===== config.mk =====
export PLATFORM = sky130hd
export DESIGN_NAME = uart_fifo_mmio
export DESIGN_NICKNAME = d
export VERILOG_FILES = /design/src/rtl/uart_fifo_mmio.sv
export SDC_FILE = /design/constraint.sdc
export NUM_CORES = 1
export LEC_CHECK = 0
export CAP_MARGIN = 30
export CORE_MARGIN = 2
export CORE_UTILIZATION = 40
export CTS_CLUSTER_SIZE = 10
export DETAILED_ROUTE_END_ITERATION = 10
export HOLD_SLACK_MARGIN = 0.15
export MAX_ROUTING_LAYER = met4
export SYNTH_ARGS = -nofsm -noshare
export SYNTH_HDL_FRONTEND = slang
export SYNTH_SLANG_ARGS = --single-unit

===== constraint.sdc =====
create_clock -name clk -period 3.55 [get_ports clk]
set_input_delay 0.5325 -clock clk [delete_from_list [all_inputs] [get_ports clk]]
set_output_delay 0.5325 -clock clk [all_outputs]
set_load 0.02 [all_outputs]

===== src/rtl/uart_fifo_mmio.sv =====
// rtl/uart_fifo_mmio.sv - memory-mapped 8N1 UART with TX/RX FIFOs, baud divisor and sticky error flags
// Byte FIFO helper first, then the bus-facing top with TX serializer and RX sampler.

module uart_fifo_mmio_fifo #(
  parameter int DEPTH = 8
) (
  input  logic                   clk,
  input  logic                   rst,
  input  logic                   push,
  input  logic                   pop,
  input  logic [7:0]             din,
  output logic [7:0]             head,
  output logic [$clog2(DEPTH):0] count
);
  localparam int AW = $clog2(DEPTH);
  localparam int CW = AW + 1;

  logic [7:0]    mem [DEPTH];
  logic [AW-1:0] wr_ptr;
  logic [AW-1:0] rd_ptr;

  // Callers gate push/pop so the FIFO never overflows or underflows.
  always_ff @(posedge clk) begin
    if (rst) begin
      wr_ptr <= '0;
      rd_ptr <= '0;
      count  <= '0;
    end else begin
      if (push) wr_ptr <= wr_ptr + AW'(1);
      if (pop)  rd_ptr <= rd_ptr + AW'(1);
      case ({push, pop})
        2'b10:   count <= count + CW'(1);
        2'b01:   count <= count - CW'(1);
        default: count <= count;
      endcase
    end
  end

  always_ff @(posedge clk) begin
    if (push) mem[wr_ptr] <= din;
  end

  assign head = mem[rd_ptr];
endmodule

module uart_fifo_mmio #(
  parameter logic [31:0] BASE_ADDR  = 32'h1001_0000,
  parameter int          TX_DEPTH   = 8,
  parameter int          RX_DEPTH   = 8,
  parameter logic [15:0] BAUD_RESET = 16'h3
) (
  input  logic        clk,
  input  logic        rst,
  input  logic [31:0] address,
  input  logic [31:0] write_data,
  input  logic        write_enable,
  input  logic [3:0]  write_mask,
  input  logic        read_enable,
  output logic [31:0] read_data,
  output logic        read_valid,
  output logic        hit,
  output logic        tx,
  input  logic        rx,
  output logic        irq
);
  localparam int TCW = $clog2(TX_DEPTH) + 1;
  localparam int RCW = $clog2(RX_DEPTH) + 1;

  typedef enum logic {TX_IDLE, TX_SHIFT} tx_state_t;
  typedef enum logic [1:0] {RX_IDLE, RX_START, RX_DATA, RX_STOP} rx_state_t;

  logic sel_data, sel_status, sel_baud;
  logic rd_acc, data_wr, baud_wr, data_rd, status_rd;
  logic [15:0] baud;
  logic overflow, frame_err, overrun;
  logic unused_bus;

  assign sel_data   = (address == BASE_ADDR);
  assign sel_status = (address == BASE_ADDR + 32'h005);
  assign sel_baud   = (address == BASE_ADDR + 32'h100);
  assign hit        = sel_data | sel_status | sel_baud;

  // A write in the same cycle as a read wins; the read is dropped entirely.
  assign rd_acc     = read_enable & hit & ~write_enable;
  assign data_wr    = write_enable & sel_data & write_mask[0];
  assign baud_wr    = write_enable & sel_baud & (&write_mask[1:0]);
  assign data_rd    = rd_acc & sel_data;
  assign status_rd  = rd_acc & sel_status;
  assign unused_bus = ^{write_data[31:16], write_mask[3:2]};

  // TX FIFO and serializer
  logic [7:0]     tx_head;
  logic [TCW-1:0] tx_count;
  logic           tx_full, tx_empty, tx_push, tx_load, tx_busy;
  tx_state_t      tx_state;
  logic [3:0]     tx_bit;
  logic [15:0]    tx_cnt, tx_div;
  logic [7:0]     tx_data;

  assign tx_full  = (tx_count == TCW'(TX_DEPTH));
  assign tx_empty = (tx_count == '0);
  assign tx_push  = data_wr & ~tx_full;
  assign tx_load  = ~tx_empty & ((tx_state == TX_IDLE) ||
                                 (tx_cnt == tx_div && tx_bit == 4'd9));
  assign tx_busy  = ~tx_empty | (tx_state == TX_SHIFT);

  uart_fifo_mmio_fifo #(.DEPTH(TX_DEPTH)) u_tx_fifo (
    .clk(clk), .rst(rst), .push(tx_push), .pop(tx_load),
    .din(write_data[7:0]), .head(tx_head), .count(tx_count)
  );

  // tx_bit: 0 start, 1..8 data, 9 stop; divisor is re-latched at every bit boundary.
  always_ff @(posedge clk) begin
    if (rst) begin
      tx_state <= TX_IDLE;
      tx       <= 1'b1;
      tx_bit   <= '0;
      tx_cnt   <= '0;
      tx_div   <= '0;
      tx_data  <= '0;
    end else if (tx_load) begin
      tx_state <= TX_SHIFT;
      tx       <= 1'b0;
      tx_bit   <= '0;
      tx_cnt   <= '0;
      tx_div   <= baud;
      tx_data  <= tx_head;
    end else if (tx_state == TX_SHIFT) begin
      if (tx_cnt == tx_div) begin
        tx_cnt <= '0;
        tx_div <= baud;
        if (tx_bit == 4'd9) begin
          tx_state <= TX_IDLE;
          tx       <= 1'b1;
        end else begin
          tx_bit <= tx_bit + 4'd1;
          tx     <= (tx_bit == 4'd8) ? 1'b1 : tx_data[tx_bit[2:0]];
        end
      end else begin
        tx_cnt <= tx_cnt + 16'd1;
      end
    end
  end

  // RX sampler and FIFO
  logic [7:0]     rx_head;
  logic [RCW-1:0] rx_count;
  logic           rx_full, rx_empty, rx_pop, rx_push;
  logic           rx_s1, rx_s2, rx_s3;
  rx_state_t      rx_state;
  logic [15:0]    rx_cnt, rx_half_m1;
  logic [2:0]     rx_nbit;
  logic [7:0]     rx_shift;
  logic           rx_stop_smp, rx_good, rx_bad;

  assign rx_full     = (rx_count == RCW'(RX_DEPTH));
  assign rx_empty    = (rx_count == '0);
  assign rx_pop      = data_rd & ~rx_empty;
  assign rx_stop_smp = (rx_state == RX_STOP) && (rx_cnt == 16'd0);
  assign rx_good     = rx_stop_smp & rx_s2;
  assign rx_bad      = rx_stop_smp & ~rx_s2;
  assign rx_push     = rx_good & (~rx_full | rx_pop);
  // floor((D+1)/2) - 1, clamped at 0, so the start bit is sampled mid-bit
  assign rx_half_m1  = (baud[0] || baud == 16'd0) ? (baud >> 1) : ((baud >> 1) - 16'd1);

  uart_fifo_mmio_fifo #(.DEPTH(RX_DEPTH)) u_rx_fifo (
    .clk(clk), .rst(rst), .push(rx_push), .pop(rx_pop),
    .din(rx_shift), .head(rx_head), .count(rx_count)
  );

  always_ff @(posedge clk) begin
    if (rst) begin
      rx_s1    <= 1'b1;
      rx_s2    <= 1'b1;
      rx_s3    <= 1'b1;
      rx_state <= RX_IDLE;
      rx_cnt   <= '0;
      rx_nbit  <= '0;
      rx_shift <= '0;
    end else begin
      rx_s1 <= rx;
      rx_s2 <= rx_s1;
      rx_s3 <= rx_s2;
      case (rx_state)
        RX_IDLE: begin
          if (rx_s3 & ~rx_s2) begin
            rx_state <= RX_START;
            rx_cnt   <= rx_half_m1;
          end
        end
        RX_START: begin
          if (rx_cnt != 16'd0) rx_cnt <= rx_cnt - 16'd1;
          else if (rx_s2) rx_state <= RX_IDLE;
          else begin
            rx_state <= RX_DATA;
            rx_cnt   <= baud;
            rx_nbit  <= '0;
          end
        end
        RX_DATA: begin
          if (rx_cnt != 16'd0) rx_cnt <= rx_cnt - 16'd1;
          else begin
            rx_shift <= {rx_s2, rx_shift[7:1]};
            rx_cnt   <= baud;
            rx_nbit  <= rx_nbit + 3'd1;
            if (rx_nbit == 3'd7) rx_state <= RX_STOP;
          end
        end
        default: begin
          if (rx_cnt != 16'd0) rx_cnt <= rx_cnt - 16'd1;
          else rx_state <= RX_IDLE;
        end
      endcase
    end
  end

  // Registers, sticky flags (set beats clear), read path, irq
  logic [7:0]  status;
  logic [31:0] rd_mux;

  assign status = {1'b0, tx_busy, tx_full, 1'b0, overflow, frame_err, overrun, ~rx_empty};

  always_comb begin
    rd_mux = '0;
    if (sel_data)   rd_mux = {24'b0, rx_empty ? 8'h00 : rx_head};
    if (sel_status) rd_mux = {24'b0, status};
    if (sel_baud)   rd_mux = {16'b0, baud};
  end

  always_ff @(posedge clk) begin
    if (rst) begin
      baud       <= BAUD_RESET;
      overflow   <= 1'b0;
      frame_err  <= 1'b0;
      overrun    <= 1'b0;
      read_data  <= '0;
      read_valid <= 1'b0;
      irq        <= 1'b0;
    end else begin
      if (baud_wr) baud <= write_data[15:0];
      overflow   <= (data_wr & tx_full) | (overflow & ~status_rd);
      frame_err  <= rx_bad | (frame_err & ~status_rd);
      overrun    <= (rx_good & rx_full & ~rx_pop) | (overrun & ~status_rd);
      read_valid <= rd_acc;
      if (rd_acc) read_data <= rd_mux;
      irq        <= ~rx_empty | overrun | frame_err;
    end
  end
endmodule

==> flow_summary.ini, run 1 <==
[worst_setup_path]
rr_endpoint = u_rx_fifo.count[2]
most_frequent_cell_on_the_critical_path = sky130_fd_sc_hd__clkdlybuf4s50_1
reg2reg_from = rx_cnt[9]
crit_chain = clkdlybuf4s50_1 > nor4_1 > nand4_1 > buf_4 > nor3_1 > clkdlybuf4s50_1
critical_path.slowest_cell = sky130_fd_sc_hd__clkdlybuf4s50_1
worstSetupPathType = in2out
r2r_setup_slack_ns = 0.25
critical_path_required_ns = 3.02
cp_max_fo = 5
reg2reg_depth = 11
worstPathArrival_ns = 2.78
endpoint_kind = output pin
worst_path_largest_cell_delay_ns = 0.68
cp-start-kind = input port

[sta]
tightest_pin_transition_ns = 1.03
sum_of_negative_setup_slack_ns = 0
fin_crit_sh_pct = 93.4
fin_skew_ns = 0.00994
timing.max_slew.rel_slack_pct = 30.7
hold_viol_final = 0
slew_viol_final = 0
unrepaired_setup_endpoints_after_global_routing = false
timing.final.crit_period_ns = 3.32
final_setup_violation_count = 0
fmaxAchievable_mhz = 301

[synth]
syn_avg_cell_area_um2 = 11.4
yosysSeqAreaShare_pct = 54.1
netlist_top_cells_area = sky130_fd_sc_hd__edfxtp_1 31%, sky130_fd_sc_hd__dfxtp_1 23%, sky130_fd_sc_hd__mux4_2 6.3%
synth_enable_flop_cells = 128
async_reset_ff_share_pct = 0
synthCells = 1069
yosys_cell_types = 80
synth_top_flop_cell = sky130_fd_sc_hd__dfxtp_1
yosys_warnings = 0
yosys_register_bits = 266
yosysTopAreaCell = sky130_fd_sc_hd__edfxtp_1
synth_top_cell_area_share_pct = 31.5
post_synth_instance_area_mm2 = 0.0122

[clocking]
cts-root-buf = sky130_fd_sc_hd__clkbuf_16
cts_max_level = 1
post_cts_setup_buffers = 0
numCtsBuffers = 31
clk_pin_slew_ns = 0.05
cts.sink_count = 266
cts-hold-fix-buffers = 0
cts-resized-gates = 0
clk_path_buf_depth = 3
insertion_delay_ns = 0.55
tritoncts = done

[hold_path]
hold_path_end = tx_div[12]
hold_path_depth = 2
worst_hold_startpoint = rst
hold_path.class = in2reg

[global_route]
grt_use_met3_pct = 2.35
overflow = 0
first_global_vias = 8340
grtUsageTotal_pct = 18.3
met1_usage_pct = 25.5
grt_start_max_net_pins = 63
initial_antenna_violation_count = 0
grt_first_pass_wirelength_um = 44900
top_usage_layer = met2
groute.layer.met2.usage_pct = 28.5

[layout]
final_common_cell = sky130_fd_sc_hd__dfxtp_1
final_nets = 1249
n_antenna_cell = 0
area_growth_pct = 17.3
post_route_cells_drive_above_1_share_pct = 11.8
most-common-layout-cells = 138 x sky130_fd_sc_hd__dfxtp_1, 133 x sky130_fd_sc_hd__nor2_1, 128 x sky130_fd_sc_hd__edfxtp_1
final_util_pct = 48.0

[outcome]
run_status = complete, no violations

[power_and_ir_drop]
pwr-share-seq_pct = 41.3
worst_vdd_ir_uv = 407
leakage_dissipation_nw = 4.88
switching_share_pct = 30.3
power-per-cell-area_mw_per_mm2 = 572
p_int_mw = 5.71
p_comb_share_pct = 24.1
net-switching-power_mw = 2.48
share_of_total_power_in_the_clock_network_pct = 34.6

[routing]
detail-route-antenna-nets = 0
totalWireLength_um = 28000
post-route-drc-count = 0
routed_wire_length_per_instance_um = 17.9
detail_route.first_pass.iterations = 5
drt_iter0_markers = 660
via_count = 8586
vias_per_cell = 5.49

[floorplan]
io_pins = 109
row_count = 63
die_area_mm2 = 0.0319
fp.dieW_um = 179
floorplan.initialDensity_pct = 40.9
core_area_mm2 = 0.0299
floorplan.die.height_um = 179

[run]
timing.max_cap.violations = 0

[placed_design]
gpl.final_weighted_congestion = 0.838
post_dp_hpwl_um = 18900
io_buffer_count = 74
cell usage after synthesis (all sizes together) (5+ instances only):
master  number
dfxtp      138
nor2       134
edfxtp     128
nand2       59
mux2i       56
clkbuf      52
a21oi       43
xor2        38
nor3        37
mux4        34
nand3       32
buf         29
xnor2       26
ha          22
inv         22
o21ai       21
nor4        19
a211oi      17
nand4       13
nand2b      12
or3         10
or4          9
a22oi        8
o211ai       8
or2          8
and3         7
a31oi        6
o31ai        6
nand3b       5
o22ai        5
logic make-up after synthesis:
logic type,synth area share [%]
other,0.0307
multiplexers,11.1
flip-flops,54.1
adder cells (fa/ha/maj),2.42
buffers and inverters,3.93
AO/OA/AOI/OAI,8.46
AND/OR/NAND/NOR,15.3
XOR/XNOR,4.59
routing by layer:
layer	vias up	routed length, µm
met5	-	0
met4	0	599
met3	42	1720
met2	309	12700
met1	4146	12900
li1	4089	-
power by group through the flow:
stage          Combinational [mW]  Clock [mW]  Sequential, mW
6_report                     1.98        2.84            3.38
5_1_grt                      2.17        3.03            3.39
4_1_cts                      1.95        2.90            3.37
3_5_place_dp                 1.94           0            3.44
3_3_place_gp                 1.93           0            3.44
2_1_floorplan                1.52           0            3.40
area by class of cell:
cell class	count	area, µm²
tap	390	488
multi-input combinational	714	5190
clock buffer	54	893
inverter	23	86.3
timing repair buffer	117	1060
fill	2700	15500
sequential	266	6610
stage by stage:
stage / setup slack [ns] / area, µm² / power (mW) / cells / hold WS [ns]
finish: 0.233 / 14300 / 8.19 / 1564 / 0.279
global route: 0.0809 / 14300 / 8.59 / 1564 / 0.266
CTS: 0.236 / 14300 / 8.23 / 1564 / 0.262
detailed placement: 0.0342 / 13400 / 5.38 / 1510 / 0.396
global placement: 0.0780 / 13400 / 5.37 / 1510 / 0.395
floorplan: 0.256 / 12300 / 4.92 / 1084 / 0.389
critical path, delay by kind of cell:
kind,cells,cell delay (ns)
buffers and inverters,3,1.37
and+or+nand+nor,3,0.87
flip-flops by register name, indices dropped and copies added, names as in the netlist, 2 cells and up, named ones only:
signal,count
baud,16
read_data,16
rx_cnt,16
rx_nbit,3
rx_shift,8
rx_state,2
tx_bit,4
tx_cnt,16
tx_data,8
tx_div,16
u_rx_fifo.count,4
u_rx_fifo.mem,64
u_rx_fifo.rd_ptr,3
u_rx_fifo.wr_ptr,3
u_tx_fifo.count,4
u_tx_fifo.mem,64
u_tx_fifo.rd_ptr,3
u_tx_fifo.wr_ptr,3
how the worst max path moves through the flow:
stage / startpoint / end / slack [ns] / cells past startpoint
CTS: address[1] / hit / 0.24 / 6
floorplan: rx_cnt[0] / u_rx_fifo.count[2] / 0.26 / 14
global route: rx_cnt[9] / u_rx_fifo.count[2] / 0.08 / 11
detailed placement: address[1] / u_rx_fifo.count[2] / 0.03 / 12
global placement: address[1] / u_tx_fifo.count[3] / 0.08 / 12
finish: address[1] / hit / 0.23 / 6
No activity file was read; power rests on OpenSTA's default activity.
==> run 2: changes to the inputs <==
==> constraint.sdc (replaced) <==
create_clock -name clk -period 3.9 [get_ports clk]
set_input_delay 0.585 -clock clk [delete_from_list [all_inputs] [get_ports clk]]
set_output_delay 0.585 -clock clk [all_outputs]
set_load 0.02 [all_outputs]
==> run 2 against run 1 <==
Wire length hardly changed; final cell count fell by 0.26%; non-clock buffer count is 4 lower; clock skew grew 0.016 ns; first-iteration DRC count decreased by 17%; die area is the same; design area fell by 0.18%; register-to-register slack better by 0.25 ns; clock power is 11% lower; sequential share of layout area rose by 0.085 points; highest routed layer unchanged.
==> flow_summary.ini, run 2 (same netlist as run 1, synthesis figures left out) <==
[outcome]
run_status = complete, no violations

[routing]
routed_wire_length_per_instance_um = 17.9
detail-route-antenna-nets = 0
totalWireLength_um = 28000
vias_per_cell = 5.45
post-route-drc-count = 0
detail_route.first_pass.iterations = 5
via_count = 8508
drt_iter0_markers = 551

[floorplan]
io_pins = 109
row_count = 63
floorplan.initialDensity_pct = 40.9
die_area_mm2 = 0.0319
floorplan.die.height_um = 179
core_area_mm2 = 0.0299
fp.dieW_um = 179

[placed_design]
post_dp_hpwl_um = 18900
place_worst_setup_slack_ns = 0.335
gpl.final_weighted_congestion = 0.816
io_buffer_count = 74

[worst_setup_path]
worstPathArrival_ns = 3.85
worst_setup_path_startpoint = rx_cnt[9]
worst_path_largest_cell_delay_ns = 0.61
reg2reg_depth = 11
crit_chain = or4_4 > or4_4 > nor3_4 > o21ai_2 > ha_1 > xor2_1 > ha_1 > a21oi_1 > xor2_1 > or3_1 > a21oi_1
r2r_setup_slack_ns = 0.50
critical_path_required_ns = 4.36
endpoint_kind = register
critical_path.slowest_cell = sky130_fd_sc_hd__or4_4
cp-start-kind = register
cp_max_fo = 9
rr_endpoint = u_rx_fifo.count[2]
worstSetupPathType = reg2reg
worst_setup_path_endpoint = u_rx_fifo.count[2]
reg2reg_from = rx_cnt[9]

[layout]
final_common_cell = sky130_fd_sc_hd__dfxtp_1
final_nets = 1245
post_route_cells_drive_above_1_share_pct = 11.5
n_antenna_cell = 0
most-common-layout-cells = 138 x sky130_fd_sc_hd__dfxtp_1, 133 x sky130_fd_sc_hd__nor2_1, 128 x sky130_fd_sc_hd__edfxtp_1
area_growth_pct = 17.1
reg.largest.list = u_rx_fifo.mem: 64 flops, u_tx_fifo.mem: 64 flops

[power_and_ir_drop]
power-per-cell-area_mw_per_mm2 = 514
pwr-share-seq_pct = 41.9
net-switching-power_mw = 2.24
leakage_dissipation_nw = 4.86
switching_share_pct = 30.5
p_comb_share_pct = 23.5
worst_vdd_ir_uv = 355
p_int_mw = 5.11
share_of_total_power_in_the_clock_network_pct = 34.6

[sta]
sum_of_negative_setup_slack_ns = 0
hold_viol_final = 0
timing.final.crit_period_ns = 3.40
slew_viol_final = 0
fmaxAchievable_mhz = 294
fin_skew_ns = 0.0264
final.setup.worst_slack_ns = 0.503
unrepaired_setup_endpoints_after_global_routing = false
tightest_pin_transition_ns = 0.988
fin_crit_sh_pct = 87.1
final_setup_violation_count = 0
holdWs_ns = 0.410
timing.max_slew.rel_slack_pct = 33.5

[clocking]
post_cts_setup_buffers = 0
insertion_delay_ns = 0.55
cts-root-buf = sky130_fd_sc_hd__clkbuf_16
cts-hold-fix-buffers = 0
tritoncts = done
cts.sink_count = 266
clk_pin_slew_ns = 0.05
clk_path_buf_depth = 3
cts_max_level = 1
cts-resized-gates = 0
numCtsBuffers = 31

[global_route]
grtUsageTotal_pct = 18.3
overflow = 0
grt_first_pass_wirelength_um = 44300
initial_antenna_violation_count = 0
grt_start_max_net_pins = 66
first_global_vias = 8041

[run]
timing.max_cap.violations = 0

[hold_path]
hold_path.class = reg2reg
-- run 2: cell types whose count changed in the layout (fill, tap and decap cells not counted), sizes merged --
cell    change
clkbuf      -1
clkinv      +1
buf         -4
-- run 2: area by class of cell --
class,instances,area (µm²)
clock buffer,53,868
clock inverter,1,8.76
fill,2684,15600
inverter,23,86.3
multi-input combinational,714,5190
sequential,266,6610
tap,390,488
timing repair buffer,113,1050
-- run 2: worst min path at each step --
stage,from,endpoint,cells past startpoint
after floorplan,rx_s1,rx_s2,1
after global placement,rx_s1,rx_s2,1
after detailed placement,rx_s1,rx_s2,1
after CTS,rx_s1,rx_s2,1
after global routing,rx_s1,rx_s2,1
final,rx_s1,rx_s2,1
-- run 2: per-layer routing --
metal	share of wire, %	wire (µm)	global-route usage [%]	vias to the layer above
li1	-	-	-	4092
met1	46	12800	25.3	4123
met2	46	12900	28.3	246
met3	5.8	1610	2.65	47
met4	2.1	590	4.91	0
met5	0	0	-	-
-- run 2: metrics by stage --
stage	util [%]	power, mW	instances	cell area, µm²
4_1_cts	47.9	7.40	1560	14300
2_1_floorplan	-	4.48	1084	12300
3_5_place_dp	44.9	4.84	1506	13400
5_1_grt	47.9	7.72	1560	14300
6_report	47.9	7.35	1560	14300
3_3_place_gp	44.8	4.82	1505	13400
-- run 2: power groups by stage --
| stage | Sequential, mW | Combinational [mW] | Clock [mW] |
|---|---|---|---|
| final | 3.08 | 1.73 | 2.54 |
| after global routing | 3.10 | 1.91 | 2.72 |
| after CTS | 3.08 | 1.71 | 2.61 |
| after detailed placement | 3.14 | 1.71 | 0 |
| after global placement | 3.13 | 1.69 | 0 |
| after floorplan | 3.10 | 1.38 | 0 |
-- run 2: critical path, delay by kind of cell (launching register included) --
family / cells / cell delay (ns)
simple gates: 4 / 1.80
fa+ha+maj: 2 / 0.45
flops: 1 / 0.40
compound gates: 3 / 0.40
xor+xnor: 2 / 0.26
==> run 3: changes to the inputs <==
--- a/config.mk
+++ b/config.mk
@@ -5,6 +5,7 @@
 export SDC_FILE = /design/constraint.sdc
 export NUM_CORES = 1
 export LEC_CHECK = 0
+export ABC_AREA = 1
 export CAP_MARGIN = 30
 export CORE_MARGIN = 2
 export CORE_UTILIZATION = 40
==> run 3 against run 2 <==
Global-route usage increased by 2.1 points; utilization shrank 0.98 points; clock power is 3% higher; setup slack improved by 0.12 ns; first-iteration DRC count grew 29%; final cell count increased by 38%; critical endpoint is now hit.
==> flow_summary.ini, run 3 <==
[layout]
reg.largest.list = u_rx_fifo.mem: 64 flops, u_tx_fifo.mem: 64 flops
design_area_mm2 = 0.0151
count_of_filler_cells_inserted_in_the_layout = 3117
n_antenna_cell = 0
final_common_cell = sky130_fd_sc_hd__nand2_1
most-common-layout-cells = 351 x sky130_fd_sc_hd__nand2_1, 241 x sky130_fd_sc_hd__nor2_1, 174 x sky130_fd_sc_hd__nand3_1
layout.area.seq_mm2 = 0.00661
post_route_cells_drive_above_1_share_pct = 6.31
multiInputGateArea_mm2 = 0.00561
area_growth_pct = 16.4
final_nets = 1785

[worst_setup_path]
reg2reg_depth = 18
rr_endpoint = u_tx_fifo.count[3]
critical_path.slowest_cell = sky130_fd_sc_hd__clkdlybuf4s50_1
worst_path_largest_cell_delay_ns = 0.63
endpoint_kind = output pin
most_frequent_cell_on_the_critical_path = sky130_fd_sc_hd__nand2_1
worstSetupPathType = in2out
crit_chain = clkdlybuf4s50_1 > nor2_1 > nand2_1 > nor2_1 > nand2_1 > inv_2 > nand3_1 > nand2_1 > clkdlybuf4s50_1
worstPathArrival_ns = 2.69
critical_path_buf_inv_count = 3
critical_path_required_ns = 3.31
cp-start-kind = input port
cp_max_fo = 6
path_delay_family = buffers and inverters
reg2reg_from = tx_cnt[12]
r2r_setup_slack_ns = 0.83

[global_route]
grt_start_max_net_pins = 65
first_global_vias = 10394
met1_usage_pct = 26.7
overflow = 0
groute.layer.met2.usage_pct = 34.1
grtUsageTotal_pct = 20.4
top_usage_layer = met2
grt_use_met3_pct = 2.75
grt_first_pass_wirelength_um = 53900
initial_antenna_violation_count = 0

[routing]
detail_route.first_pass.iterations = 5
totalWireLength_um = 33000
routed_wire_length_per_instance_um = 15.3
via_count = 10845
detail-route-antenna-nets = 0
vias_per_cell = 5.03
drt_iter0_markers = 712
post-route-drc-count = 0

[sta]
hold_viol_final = 0
fin_skew_ns = 0.0147
unrepaired_setup_endpoints_after_global_routing = false
final_setup_violation_count = 0
fmaxAchievable_mhz = 305
tightest_pin_transition_ns = 1.02
timing.max_slew.rel_slack_pct = 31.8
sum_of_negative_setup_slack_ns = 0
slew_viol_final = 0
timing.final.crit_period_ns = 3.27
fin_crit_sh_pct = 84.0

[synth]
synth_top_flop_cell = sky130_fd_sc_hd__dfxtp_1
yosys_cell_types = 45
synthCells = 1611
synth_common_cells = 351 x sky130_fd_sc_hd__nand2_1, 241 x sky130_fd_sc_hd__nor2_1, 174 x sky130_fd_sc_hd__nand3_1
synth_top_cell_area_share_pct = 29.5
yosys.cell_count.top_type = sky130_fd_sc_hd__nand2_1
synth_enable_flop_cells = 128
netlist_top_cells_area = sky130_fd_sc_hd__edfxtp_1 30%, sky130_fd_sc_hd__dfxtp_1 21%, sky130_fd_sc_hd__nand2_1 10%
post_synth_instance_area_mm2 = 0.0130
yosys_register_bits = 266
yosys_warnings = 0
async_reset_ff_share_pct = 0
yosysSeqAreaShare_pct = 50.8
syn_avg_cell_area_um2 = 8.07
yosysTopAreaCell = sky130_fd_sc_hd__edfxtp_1

[clocking]
post_cts_setup_buffers = 0
clk_path_buf_depth = 3
cts.sink_count = 266
numCtsBuffers = 31
insertion_delay_ns = 0.55
tritoncts = done
clk_pin_slew_ns = 0.06
cts-root-buf = sky130_fd_sc_hd__clkbuf_16
cts_max_level = 1
cts-resized-gates = 0
cts-hold-fix-buffers = 0

[power_and_ir_drop]
p_int_mw = 5.47
leakage_dissipation_nw = 6.08
net-switching-power_mw = 3.05
power-per-cell-area_mw_per_mm2 = 563
p_comb_share_pct = 31.6
pwr-share-seq_pct = 37.8
power_mw = 8.52
switching_share_pct = 35.8
worst_vdd_ir_uv = 372
share_of_total_power_in_the_clock_network_pct = 30.7

[placed_design]
gpl.final_weighted_congestion = 0.860
post_dp_hpwl_um = 23400
io_buffer_count = 74
post_dp_cell_area_mm2 = 0.0142

[floorplan]
io_pins = 109
die_area_mm2 = 0.0340
fp.dieW_um = 184
row_count = 66
floorplan.initialDensity_pct = 40.3
core_area_mm2 = 0.0323
floorplan.die.height_um = 184

[hold_path]
hold_path_depth = 1
hold_path.class = reg2reg
hold_path_end = rx_s2
worst_hold_startpoint = rx_s1

[run]
timing.max_cap.violations = 0

[outcome]
run_status = complete, no violations
==> run 3: final cells by class <==
cell class	count	share of cell area, %
inverter	128	3.18
sequential	266	43.6
tap	442	3.65
timing repair buffer	104	6.48
clock buffer	56	6.01
multi-input combinational	1158	37.0
==> run 3: worst max path at each step <==
stage / start / end / slack [ns] / cells after the start
floorplan: address[12] / u_tx_fifo.count[3] / 1.23 / 16
global placement: address[5] / u_rx_fifo.count[3] / 0.44 / 18
detailed placement: address[4] / u_rx_fifo.count[2] / 0.37 / 18
CTS: address[12] / hit / 0.62 / 9
global route: tx_cnt[10] / u_tx_fifo.count[3] / 0.41 / 17
finish: address[12] / hit / 0.63 / 9
==> run 3: routing by layer <==
metal | vias up | part of all wire [%]
met5 | - | 0
met4 | 0 | 1.8
met3 | 44 | 5.3
met2 | 255 | 47
met1 | 5058 | 46
li1 | 5488 | -
==> run 3: metrics by stage <==
stage | hold slack (ns) | instances | util [%] | setup slack [ns]
after floorplan | 0.389 | 1626 | - | 1.23
after global placement | 0.407 | 2097 | 44.0 | 0.444
after detailed placement | 0.405 | 2098 | 44.1 | 0.367
after CTS | 0.414 | 2154 | 46.9 | 0.625
after global routing | 0.433 | 2154 | 46.9 | 0.408
final | 0.417 | 2154 | 46.9 | 0.626
==> run 3: logic make-up after synthesis <==
logic type / synth area share, %
AOI/OAI and AO/OA: 9.08
and+or+nand+nor: 28.5
buffers and inverters: 6.53
adders and majority gates: 2.27
other: 0.0288
DFF: 50.8
xor gates and xnor gates: 2.76
==> run 3: power by group through the flow <==
stage | combinational (mW) | sequential [mW] | clock (mW)
after global routing | 3.09 | 3.24 | 2.80
after global placement | 2.63 | 3.27 | 0
final | 2.69 | 3.22 | 2.61
after floorplan | 2.09 | 3.23 | 0
after CTS | 2.69 | 3.21 | 2.68
after detailed placement | 2.68 | 3.27 | 0
